### config.mk
export PLATFORM = sky130hd
export DESIGN_NAME = seq_shift_mul
export DESIGN_NICKNAME = d
export VERILOG_FILES = /design/src/rtl/seq_shift_mul_pkg.sv /design/src/rtl/seq_shift_mul.sv
export SDC_FILE = /design/constraint.sdc
export NUM_CORES = 1
export LEC_CHECK = 0
export CAP_MARGIN = 10
export CORE_MARGIN = 5
export CORE_UTILIZATION = 60
export DETAILED_ROUTE_END_ITERATION = 8
export GPL_TIMING_DRIVEN = 0
export PLACE_DENSITY = 0.85
export SYNTH_ARGS = -nofsm -noshare
export SYNTH_HDL_FRONTEND = slang
export SYNTH_SLANG_ARGS = --single-unit
### constraint.sdc
create_clock -name i_clk -period 4.4 [get_ports i_clk]
set_clock_uncertainty 0.1 [all_clocks]
set_input_delay 0.88 -clock i_clk [delete_from_list [all_inputs] [get_ports i_clk]]
set_output_delay 0.88 -clock i_clk [all_outputs]
set_load 0.02 [all_outputs]
### src/rtl/seq_shift_mul_pkg.sv
// Shared constants for the sequential shift-and-add multiplier and its ALU neighbours.
package seq_shift_mul_pkg;

  localparam int DEF_WIDTH = 8;

  localparam logic [3:0] ALU_OP_MUL = 4'hA;

  typedef enum logic [1:0] {
    ST_IDLE = 2'b00,
    ST_RUN  = 2'b01,
    ST_DONE = 2'b10
  } mul_state_t;

endpackage

### src/rtl/seq_shift_mul.sv
// Unsigned multi-cycle multiplier: one shift-and-add step per clock, WIDTH steps per result,
// with a one-cycle done pulse and a held product/overflow pair.
module seq_shift_mul
  import seq_shift_mul_pkg::*;
#(
  parameter int WIDTH = DEF_WIDTH
) (
  input  logic               i_clk,
  input  logic               i_rst,
  input  logic               i_start,
  input  logic [WIDTH-1:0]   i_op1,
  input  logic [WIDTH-1:0]   i_op2,
  output logic               o_busy,
  output logic               o_done,
  output logic [2*WIDTH-1:0] o_product,
  output logic               o_ovf
);

  localparam int CNT_W = $clog2(WIDTH) + 1;
  localparam logic [CNT_W-1:0] LAST_CNT = CNT_W'(WIDTH - 1);

  mul_state_t         r_state;
  logic [2*WIDTH-1:0] r_mcand;
  logic [WIDTH-1:0]   r_mplier;
  logic [2*WIDTH-1:0] r_acc;
  logic [CNT_W-1:0]   r_count;
  logic               r_busy;
  logic               r_done;
  logic [2*WIDTH-1:0] r_product;
  logic               r_ovf;

  logic [2*WIDTH-1:0] w_acc_next;

  // The multiplier is shifted right each step, so bit 0 is always the current bit i.
  assign w_acc_next = r_mplier[0] ? (r_acc + r_mcand) : r_acc;

  always_ff @(posedge i_clk) begin
    if (i_rst) begin
      r_state   <= ST_IDLE;
      r_mcand   <= '0;
      r_mplier  <= '0;
      r_acc     <= '0;
      r_count   <= '0;
      r_busy    <= 1'b0;
      r_done    <= 1'b0;
      r_product <= '0;
      r_ovf     <= 1'b0;
    end else begin
      case (r_state)
        ST_IDLE, ST_DONE: begin
          r_done <= 1'b0;
          if (i_start) begin
            r_mcand  <= {{WIDTH{1'b0}}, i_op1};
            r_mplier <= i_op2;
            r_acc    <= '0;
            r_count  <= '0;
            r_busy   <= 1'b1;
            r_state  <= ST_RUN;
          end else begin
            r_busy  <= 1'b0;
            r_state <= ST_IDLE;
          end
        end
        ST_RUN: begin
          r_acc    <= w_acc_next;
          r_mcand  <= r_mcand << 1;
          r_mplier <= r_mplier >> 1;
          r_count  <= r_count + 1'b1;
          if (r_count == LAST_CNT) begin
            r_product <= w_acc_next;
            r_ovf     <= |w_acc_next[2*WIDTH-1:WIDTH];
            r_busy    <= 1'b0;
            r_done    <= 1'b1;
            r_state   <= ST_DONE;
          end
        end
        default: begin
          r_busy  <= 1'b0;
          r_done  <= 1'b0;
          r_state <= ST_IDLE;
        end
      endcase
    end
  end

  assign o_busy    = r_busy;
  assign o_done    = r_done;
  assign o_product = r_product;
  assign o_ovf     = r_ovf;

endmodule

Yosys cells after proc, flatten, opt, wreduce, memory -nomap -nowiden
Cells that the tools add are included. W data, S select, Z words.

Input port bits: 19. Register bits after elaboration: 65. Logic and storage cells: 39. Output and inout bits: 19.

Mux-type cells: 15. Bitwise operators: 1. $add $sub $neg: 2. Reductions and logical operators: 7. Equal/unequal tests: 5.

Operators by type and width (number): $pmux W16 S2 (2); $mux W16 (3); $add A16 B16 Y16 (1); $pmux W8 S2 (1); $mux W8 (1); $pmux W4 S2 (1); $reduce_or A8 Y1 (1); $add A4 B1 Y4 const B (1); $eq A4 B3 Y1 const B (1); $mux W4 (1); $ne A2 B2 Y1 const B (2); $pmux W2 S2 (1); $reduce_and A2 Y1 (2); $reduce_or A2 Y1 (2); $mux W1 (3); $eq A2 B1 Y1 const B (1); $eq A2 B2 Y1 const B (1); $logic_not A2 Y1 (1); $mux W2 (1); $pmux W1 S2 (1); $reduce_bool A2 Y1 (1); $not A1 Y1 (1).

Longest topological paths before layout
Depth in word-level cells: 4. Depth in mapped cells: 10. Mapped depth without buffers: 10.

Least setup slack after synthesis
Ideal clock, no wire load.

Path type: reg2reg. Start point: register r_mcand[0]. End point: register r_ovf, in the netlist o_ovf. Period minus slack after synthesis: 2.494 ns. Path slack: 1.906 ns. Cell stages (with the launch flop): 11. Data required time: 4.166 ns. Path buffers: 0. Library setup time: 0.134 ns. Data arrival time: 2.260 ns. Cells stage by stage: dfxtp_1 -> ha_1 -> fa_1 -> a21oi_2 -> o221ai_2 -> a31o_1 -> a21oi_2 -> xnor2_1 -> mux2_4 -> nor4_2 -> a31oi_1.

Word-level cells in the longest chain between the ends: 3.

Ends and longest elaborated chain: start: declaration (RTL line seq_shift_mul.sv:23) `logic [2*WIDTH-1:0] r_mcand;`; start signal: assignment (RTL line seq_shift_mul.sv:53) `r_mcand <= {{WIDTH{1'b0}}, i_op1};`; start signal: assignment (RTL line seq_shift_mul.sv:66) `r_mcand <= r_mcand << 1;`; $add A16 B16 Y16 (RTL line seq_shift_mul.sv:35) `assign w_acc_next = r_mplier[0] ? (r_acc + r_mcand) : r_acc;`; $mux W16 (RTL line seq_shift_mul.sv:35); $reduce_or A8 Y1 (RTL line seq_shift_mul.sv:71) `r_ovf <= |w_acc_next[2*WIDTH-1:WIDTH];`; end signal: assignment (RTL line seq_shift_mul.sv:71); end: declaration (RTL line seq_shift_mul.sv:30) `logic r_ovf;`.

Every way passes these cells. A chain may end at the register's enable or synchronous reset.

Worst setup path in the final report
Start point: input i_start. End point: register r_count[2].

Word-level cells in the longest chain between the ends: 2.

Ends and longest elaborated chain: start: declaration (RTL line seq_shift_mul.sv:10) `input logic i_start,`; $ne A2 B2 Y1 (no line); $reduce_and A2 Y1 (no line); end signal: assignment (RTL line seq_shift_mul.sv:68) `r_count <= r_count + 1'b1;`; end: declaration (RTL line seq_shift_mul.sv:26) `logic [CNT_W-1:0] r_count;`.

Every way passes these cells.

==> impl_metrics.py <==
metrics = {
    "synth": {
        "synth_edf_count": 0,
        "synthCells": 384,
        "mappedNetlistNets": 420,
        "syn_area_mm2": 0.00321,
        "yosysSeqAreaShare": 0.399,
        "yosys_warnings": 0,
        "ys_ff_latch": 64,
        "syn_area_per_cell_um2": 8.36,
        "ys_async_sr_fraction": 0,
        "ys_types": 54,
        "ys.flop_type": "dfxtp_1",
    },
    "hold_path": {
        "worstHoldPathType": "reg -> reg",
    },
    "detailed_routing": {
        "remaining_drc_errors": 0,
        "antenna_left": 0,
        "dr_total_vias": 3101,
        "dr.pass1.iters": 8,
        "via_per_inst": 6.14,
        "initialDrtViolationCount": 371,
        "wl_per_cell_um": 16.8,
        "finalWirelength_um": 8510,
    },
    "timing": {
        "setup_viol": 0,
        "report.final.slew_viol_count": 0,
        "fin_ws_ns": 1.28,
        "finalCritPeriodShare": 0.709,
        "worst_pin_slew_ns": 0.861,
        "tns_ns": 0,
        "fmax_mhz": 320,
        "rsz0062_at_grt": "no",
        "relSlewSlack": 0.424,
        "fin_crit_ns": 3.12,
        "hold_viol": 0,
    },
    "clock_tree": {
        "cts_resized": 0,
        "clock-sinks": 64,
        "clock_path_buffers": 2,
        "post_cts_buffers": 0,
        "cts_buffers": 9,
        "insertion_delay_ns": 0.34,
        "h-tree-depth": 3,
        "cts.clk_slew.worst_paths_ns": 0.07,
        "cts_tree": "built",
        "postCtsHoldBufs": 0,
        "cts-root-buf": "clkbuf_8",
    },
    "global_route": {
        "grt_pass1_vias": 3010,
        "grt_overflow": 0,
        "grt_antenna_before_repair": 0,
        "grt_first_pass_wirelength_um": 14200,
        "grt_usage": 0.249,
        "grt_max_degree": 12,
    },
    "worst_setup_path": {
        "worstPathMaxFanout": 10,
        "crit_arrival_ns": 3.29,
        "crit_chain": "clkdlybuf4s50_1 > nand2b_1 > clkbuf_1 > nand2_1 > nor2_1 > clkbuf_1 > o21ai_0 > o21ai_0",
        "cpLargestDelayFamily": "buffers and inverters",
        "required_ns": 4.57,
        "worst-path-buf-inv": 3,
        "cp-start-kind": "primary input",
        "max_stage_delay_ns": 0.49,
        "critPathCaptureType": "flip-flop",
        "critPathKind": "in -> reg",
        "crit_slowest_cell": "clkbuf_1",
    },
    "layout": {
        "layout_common_cells": "64 x dfxtp_1, 50 x nor2_1, 42 x nand2_1",
        "drive_gt1_frac": 0.0529,
        "antennaDiodeCount": 0,
        "fin_util": 0.745,
        "layout_commonest_cell": "dfxtp_1",
        "areaGrowthSynthToFinish_pct": 19.3,
        "finalNonFillerCells": 505,
        "nets": 467,
        "finalInstanceArea_mm2": 0.00383,
    },
    "pwr": {
        "p_leak_nw": 1.45,
        "power_density_mw_per_mm2": 308,
        "peakVddDrop_mv": 0.286,
    },
    "die": {
        "dieArea_mm2": 0.00691,
        "die_w_um": 83.2,
        "floorplan.initialDensity": 0.625,
        "die_h_um": 83.2,
        "core_mm2": 0.00514,
        "io_pins": 38,
        "row_count": 26,
    },
    "placement": {
        "numPortBuffers": 36,
        "dp.cells": 490,
        "post-place-ws_ns": 1.09,
        "hpwlAfterDp_um": 6170,
        "place.gp.congestion": 0.831,
        "place_area_mm2": 0.00366,
    },
    "job": {
        "maxCapViolCount": 0,
    },
    "run_status": {
        "status": "complete, no violations",
    },
}
flip-flops by register name (all words and copies together), names as in the netlist:
signal     count
r_mplier       8
o_ovf          1
o_product     16
o_busy         1
r_count        4
r_state        1
r_acc         16
r_mcand       16
o_done         1
where the power goes:
| group | internal, mW | switching (mW) | total (mW) |
|---|---|---|---|
| logic | 0.0504 | 0.0802 | 0.131 |
| registers | 0.594 | 0.0119 | 0.606 |
| clock network | 0.215 | 0.228 | 0.444 |
| total | 0.860 | 0.321 | 1.18 |
metrics by stage:
stage               hold slack [ns]  power [mW]
floorplan                     0.337       0.701
global placement              0.342       0.742
detailed placement            0.349       0.746
CTS                           0.359        1.18
global route                  0.387        1.23
finish                        0.356        1.18
cell usage after synthesis, types with 7 or more instances:
cell type | instances | share of area
dfxtp_1 | 64 | 0.40
nor2_1 | 50 | 0.058
nand2_1 | 42 | 0.049
a21oi_1 | 29 | 0.045
clkbuf_1 | 21 | 0.025
a22o_1 | 16 | 0.044
ha_1 | 16 | 0.062
o21ai_0 | 16 | 0.025
nor3_1 | 15 | 0.023
a22oi_1 | 10 | 0.023
mux2i_1 | 10 | 0.031
a211oi_1 | 9 | 0.021
inv_1 | 9 | 0.011
o22ai_1 | 7 | 0.014
logic make-up after synthesis:
group / after synthesis / share of synthesized area
and+or+nand+nor: 134 / 0.187
AOI/OAI and AO/OA: 118 / 0.250
DFF: 64 / 0.399
buffers and inverters: 32 / 0.0378
adders and majority gates: 17 / 0.0686
muxes: 11 / 0.0359
xor gates and xnor gates: 8 / 0.0218
metal layers:
layer  share of wire  wire length, µm  up-vias  track usage
li1                -                -     1486            -
met1            0.43             3690     1453        0.313
met2            0.47             4010      141        0.414
met3           0.076              649       21       0.0554
met4           0.019              159        0       0.0981
met5               0                0        -            0
worst min-delay path: stages (launching register included):
cell and delay, ns:
dfxtp_1 0.31, nand2_1 0.05, a21oi_1 0.05
area by class of cell:
| type | count | area [µm²] |
|---|---|---|
| clock buffer | 10 | 138 |
| multi-input combinational | 288 | 1810 |
| sequential | 64 | 1280 |
| timing repair buffer | 36 | 360 |
| clock inverter | 5 | 33.8 |
| fill | 398 | 1310 |
| inverter | 9 | 33.8 |
| buffer | 23 | 87.6 |
| tap | 70 | 87.6 |
final timing paths:
path               startpoint     endpoint  slack, ns  cells past startpoint
setup / recovery      i_start   r_count[2]       1.28                      8
hold / removal    r_mplier[1]  r_mplier[1]       0.36                      2
setup reg to reg   r_mcand[0]        o_ovf       1.58                     10
hold reg to reg   r_mplier[1]  r_mplier[1]       0.36                      2
No activity file was read; power rests on OpenSTA's default activity.
